<file path="src/rtl/program_loader.sv">
// Boot-time instruction loader: streams words into instruction memory from address 0, then runs the CPU until a stop bit retires.
// Optional build macro LOADER_CHECKSUM_EN: the s_last word is treated as a checksum and is not written.
module program_loader #(
  parameter int unsigned ADDR_W = 8,
  parameter int unsigned DATA_W = 32
) (
  input  logic              clk,
  input  logic              rst_n,
  input  logic              s_valid,
  output logic              s_ready,
  input  logic [DATA_W-1:0] s_data,
  input  logic              s_last,
  output logic              imem_we,
  output logic [ADDR_W-1:0] imem_addr,
  output logic [DATA_W-1:0] imem_wdata,
  input  logic              cpu_stop,
  output logic              cpu_run,
  output logic [ADDR_W:0]   word_count,
  output logic              error
);

  typedef enum logic [2:0] {LOAD, FLUSH, RUN, HALT, ERR} state_t;

  localparam logic [ADDR_W:0] CAP = {1'b1, {ADDR_W{1'b0}}};
  localparam logic [ADDR_W:0] ONE = {{ADDR_W{1'b0}}, 1'b1};

  state_t              r_state;
  logic                r_s_ready;
  logic                r_we;
  logic [ADDR_W-1:0]   r_addr;
  logic [DATA_W-1:0]   r_wdata;
  logic                r_cpu_run;
  logic [ADDR_W:0]     r_count;
  logic                r_error;
`ifdef LOADER_CHECKSUM_EN
  logic [DATA_W-1:0]   r_sum;
  logic                r_sum_ok;
`endif

  logic w_accept;
  logic w_full;

  assign w_accept = s_valid & r_s_ready;
  assign w_full   = (r_count == CAP);

  always_ff @(posedge clk or negedge rst_n) begin
    if (!rst_n) begin
      r_state   <= LOAD;
      r_s_ready <= 1'b0;
      r_we      <= 1'b0;
      r_addr    <= '0;
      r_wdata   <= '0;
      r_cpu_run <= 1'b0;
      r_count   <= '0;
      r_error   <= 1'b0;
`ifdef LOADER_CHECKSUM_EN
      r_sum     <= '0;
      r_sum_ok  <= 1'b0;
`endif
    end else begin
      r_we <= 1'b0;
      unique case (r_state)
        LOAD: begin
          r_s_ready <= 1'b1;
          if (w_accept) begin
`ifdef LOADER_CHECKSUM_EN
            // The checksum word is never stored, so it cannot overflow memory.
            if (s_last) begin
              r_s_ready <= 1'b0;
              r_sum_ok  <= (s_data == r_sum);
              r_state   <= FLUSH;
            end else
`endif
            if (w_full) begin
              r_s_ready <= 1'b0;
              r_error   <= 1'b1;
              r_state   <= ERR;
            end else begin
              r_we    <= 1'b1;
              r_addr  <= r_count[ADDR_W-1:0];
              r_wdata <= s_data;
              r_count <= r_count + ONE;
`ifdef LOADER_CHECKSUM_EN
              r_sum   <= r_sum + s_data;
`endif
              if (s_last) begin
                r_s_ready <= 1'b0;
                r_state   <= FLUSH;
              end
            end
          end
        end
        FLUSH: begin
          r_s_ready <= 1'b0;
`ifdef LOADER_CHECKSUM_EN
          if (r_sum_ok) begin
            r_cpu_run <= 1'b1;
            r_state   <= RUN;
          end else begin
            r_error   <= 1'b1;
            r_state   <= ERR;
          end
`else
          r_cpu_run <= 1'b1;
          r_state   <= RUN;
`endif
        end
        RUN: begin
          if (cpu_stop) begin
            r_cpu_run <= 1'b0;
            r_state   <= HALT;
          end
        end
        HALT: begin
          r_cpu_run <= 1'b0;
          r_s_ready <= 1'b0;
        end
        ERR: begin
          r_cpu_run <= 1'b0;
          r_s_ready <= 1'b0;
          r_error   <= 1'b1;
        end
        default: r_state <= ERR;
      endcase
    end
  end

  assign s_ready    = r_s_ready;
  assign imem_we    = r_we;
  assign imem_addr  = r_addr;
  assign imem_wdata = r_wdata;
  assign cpu_run    = r_cpu_run;
  assign word_count = r_count;
  assign error      = r_error;

endmodule

</file>
<file path="config.mk">
export PLATFORM = sky130hd
export DESIGN_NAME = program_loader
export DESIGN_NICKNAME = d
export VERILOG_FILES = /design/src/rtl/program_loader.sv
export SDC_FILE = /design/constraint.sdc
export NUM_CORES = 1
export LEC_CHECK = 0
export CAP_MARGIN = 20
export CORE_ASPECT_RATIO = 0.6
export CORE_UTILIZATION = 39
export DETAILED_ROUTE_END_ITERATION = 10
export GPL_TIMING_DRIVEN = 0
export PLACE_DENSITY = 0.85
export SKIP_LAST_GASP = 1
export SYNTH_ARGS = -nofsm -noshare
export SYNTH_HDL_FRONTEND = slang
export SYNTH_SLANG_ARGS = --single-unit
</file>
<file path="constraint.sdc">
create_clock -name clk -period 2 [get_ports clk]
set_input_delay 0.5 -clock clk [delete_from_list [all_inputs] [get_ports clk]]
set_output_delay 0.5 -clock clk [all_outputs]
set_load 0.03 [all_outputs]
</file>
==> run metrics <==
largest net degree at the start of global routing=41; Yosys reg bits=56; flop-to-flop setup slack=~70 ps; gr usage total=17.0%; worst vdd ir=about 0.28 mV; fin area=about 0.0035 mm2; yosys warns=0; core area=between 0.005 and 0.006 mm2; Slew Limit Fails=0; HP Class=primary input to async pin; via/cell ratio=~4.8; CP max stage delay=around 460 ps; CP Capture Type=flop; Fill cells=496; sequential share of the synthesized area=59.4%; Slew HR=between 60% and 70%; Fmax=slightly above 500 MHz; crit start category=primary input; Setup Viol. Count Final=0; Post-Syn Instances=about 160; Rows=21; Routed Antenna Nets=0; DR WL met3=445 um; CP cell instances=clkdlybuf4s50_1 > nand2_1 > a211oi_4 > buf_6 > buf_8 > mux2_1; Stages on worst setup path=6; CP startpoint=s_valid; WL met2=~2200 um; IO buf count=a little under 90; DPL Wire Length=between 3000 and 4000 um; RR Endpoint=imem_addr[5]; via count=around 1,600; Syn Nets=about 200; multi-input logic area=a little under 900 um2; Syn Area/Cell=15.0 um2; Reg area=between 0.001 and 0.0015 mm2; RR Startpoint=word_count[1]; crit path DAT=approximately 2200 ps; antenna cells=0; clk_skew=~5.3 ps; vias in the first global route=1,723; routability congestion estimate=0.753; H-tree depth=2; Die W=102 um; CTS sink cnt=56; DRC=0; Max Cap Viol=0; drt pass-1 iters=4; r2r worst-path depth=7; worst slew pin tran=484 ps; top sig layer=met4; area grow syn2layout=49.0%; clock-pin slew on the worst setup and hold paths=100 ps; Max Fanout on Critical Path=10; WL/cell=roughly 15 um; Cell Area, Placed=between 0.003 and 0.004 mm2; Power, Total=1.88 mW; wl on met1=2410 um; mapped cell area=roughly 0.0024 mm2; Root Driver=clkbuf_8; initial drt markers=96; CP Class=primary input to flop; hold slack=107 ps; P per Cell Area=approximately 540 mW/mm2; final hold vios=0; CTS tree=built; minimum clock period=between 1500 and 2000 ps; Num CTS Buffers=5; capture point of the worst path=imem_addr[5]; status=finished, final reports clean; worst endpoint required time=~2200 ps; initial antenna violation count=0; CP delay by family, top=buffers and inverters; Congestion Overflow GR=0; Buf/Inv on CP=3; layout cell share with drive strength beyond 1=roughly 24%; Hold-fix buffers, CTS=0; Initial Utilization=around two fifths; fin crit share=around 100%; DRT Wirelength=about 5000 um; CP max stage cell=clkdlybuf4s50_1; first-pass GRT wire length=8340 um; Worst-Skew Late Latency=roughly 300 ps; final net count=about 300; CTS Buffer Depth=2; Die Height=roughly 62 um; leakage dissipation=around 1.6 nW; Yosys cell types=35; I/O pin cnt=90; die area=between 0.006 and 0.007 mm2; RSZ-0062 raised after global routing=yes
## worst min-delay path by stage
stage | from | end | slack [ps]
after floorplan | rst_n | cpu_run | 200
after global placement | error | error | 450
after detailed placement | error | error | 440
after CTS | rst_n | imem_wdata[2] | 110
after global routing | rst_n | imem_addr[6] | 120
final | rst_n | imem_addr[6] | 110
## synthesized netlist by cell type, drive strengths merged
master  count  area (um2)
ha          2        25.0
a22oi       1        7.51
nand3       3        20.0
xnor2       7        61.3
nor2        5        18.8
inv         5        18.8
o211ai      1        7.51
mux2       39         514
xor2        1        8.76
a21oi       1        5.00
nand2       8        30.0
dfrtp      56        1400
and3        1        6.26
a31oi       1        6.26
nor4bb      1        10.0
or3         2        17.5
mux2i       1        10.0
o41ai       1        8.76
a21o        1        7.51
nor3        2        10.0
and4        2        17.5
nor4        1        6.26
and2        1        6.26
o21ai       5        25.0
a211oi      2        20.0
nand4       1        6.26
buf         6        85.1
## state kept, by name (all words and copies together) (netlist names)
name / cells
imem_addr: 8
cpu_run: 1
imem_wdata: 32
imem_we: 1
r_state: 3
error: 1
word_count: 9
s_ready: 1
## metrics by stage
| stage | setup TNS (ps) | std cells | util, % | setup WS, ps |
|---|---|---|---|---|
| final | 0 | 338 | 61.7 | 17.7 |
| after detailed placement | -8070 | 327 | 59.2 | -289 |
| after global placement | -80350 | 326 | 58.9 | -1500 |
| after floorplan | 0 | 157 | - | 40.7 |
| after global routing | -148 | 338 | 61.7 | -45.6 |
| after CTS | -38.5 | 337 | 61.2 | -24.4 |
## area by class of cell
| type | instances | share of cell area [%] |
|---|---|---|
| clock inverter | 2 | 0.427 |
| clock buffer | 6 | 2.35 |
| tap | 80 | 2.84 |
| timing repair buffer | 93 | 26.4 |
| buffer | 6 | 2.42 |
| inverter | 5 | 0.533 |
| multi-input combinational | 90 | 25.1 |
| sequential | 56 | 39.9 |
## per-layer routing
| layer | up-vias | global-route usage, % |
|---|---|---|
| met3 | 9 | 6.64 |
| met5 | - | 0 |
| met1 | 794 | 23.7 |
| li1 | 747 | - |
| met2 | 67 | 24.5 |
| met4 | 0 | 4.46 |
## logic make-up (layout without fill, tap and decap cells)
kind of cell,count (synthesis),in the layout,synth area share (%)
buf+inv,11,112,4.40
xor+xnor,8,8,2.97
mux,40,40,22.2
compound gates,13,13,3.71
fa+ha+maj,2,2,1.06
simple gates,27,27,6.31
flops,56,56,59.4
## cells in the final DEF, fill, tap and decap left out, types with 3 or more instances in the layout
master            n
clkbuf_8          6
nand2_1           8
mux2_4           20
buf_4             4
o21ai_0           5
mux2_2           17
clkdlybuf4s50_1  82
xnor2_1           7
nor2_1            5
buf_12            3
inv_1             5
dlygate4sd2_1     4
dfrtp_1          54
## where the power goes
| part | switching [mW] | internal [mW] | total (mW) |
|---|---|---|---|
| Combinational | 0.0327 | 0.0651 | 0.0978 |
| Sequential | 0 | 1.13 | 1.13 |
| Clock | 0.373 | 0.281 | 0.654 |
## repair_timing
item / CTS / global route
buffers inserted: 2 / 1
endpoints found under the hold margin: 0 / 0
resized for setup: 5 / 5
endpoints found under the setup margin: 26 / 29
pin swaps: 0 / 2
(Power assumes the default switching activity.)
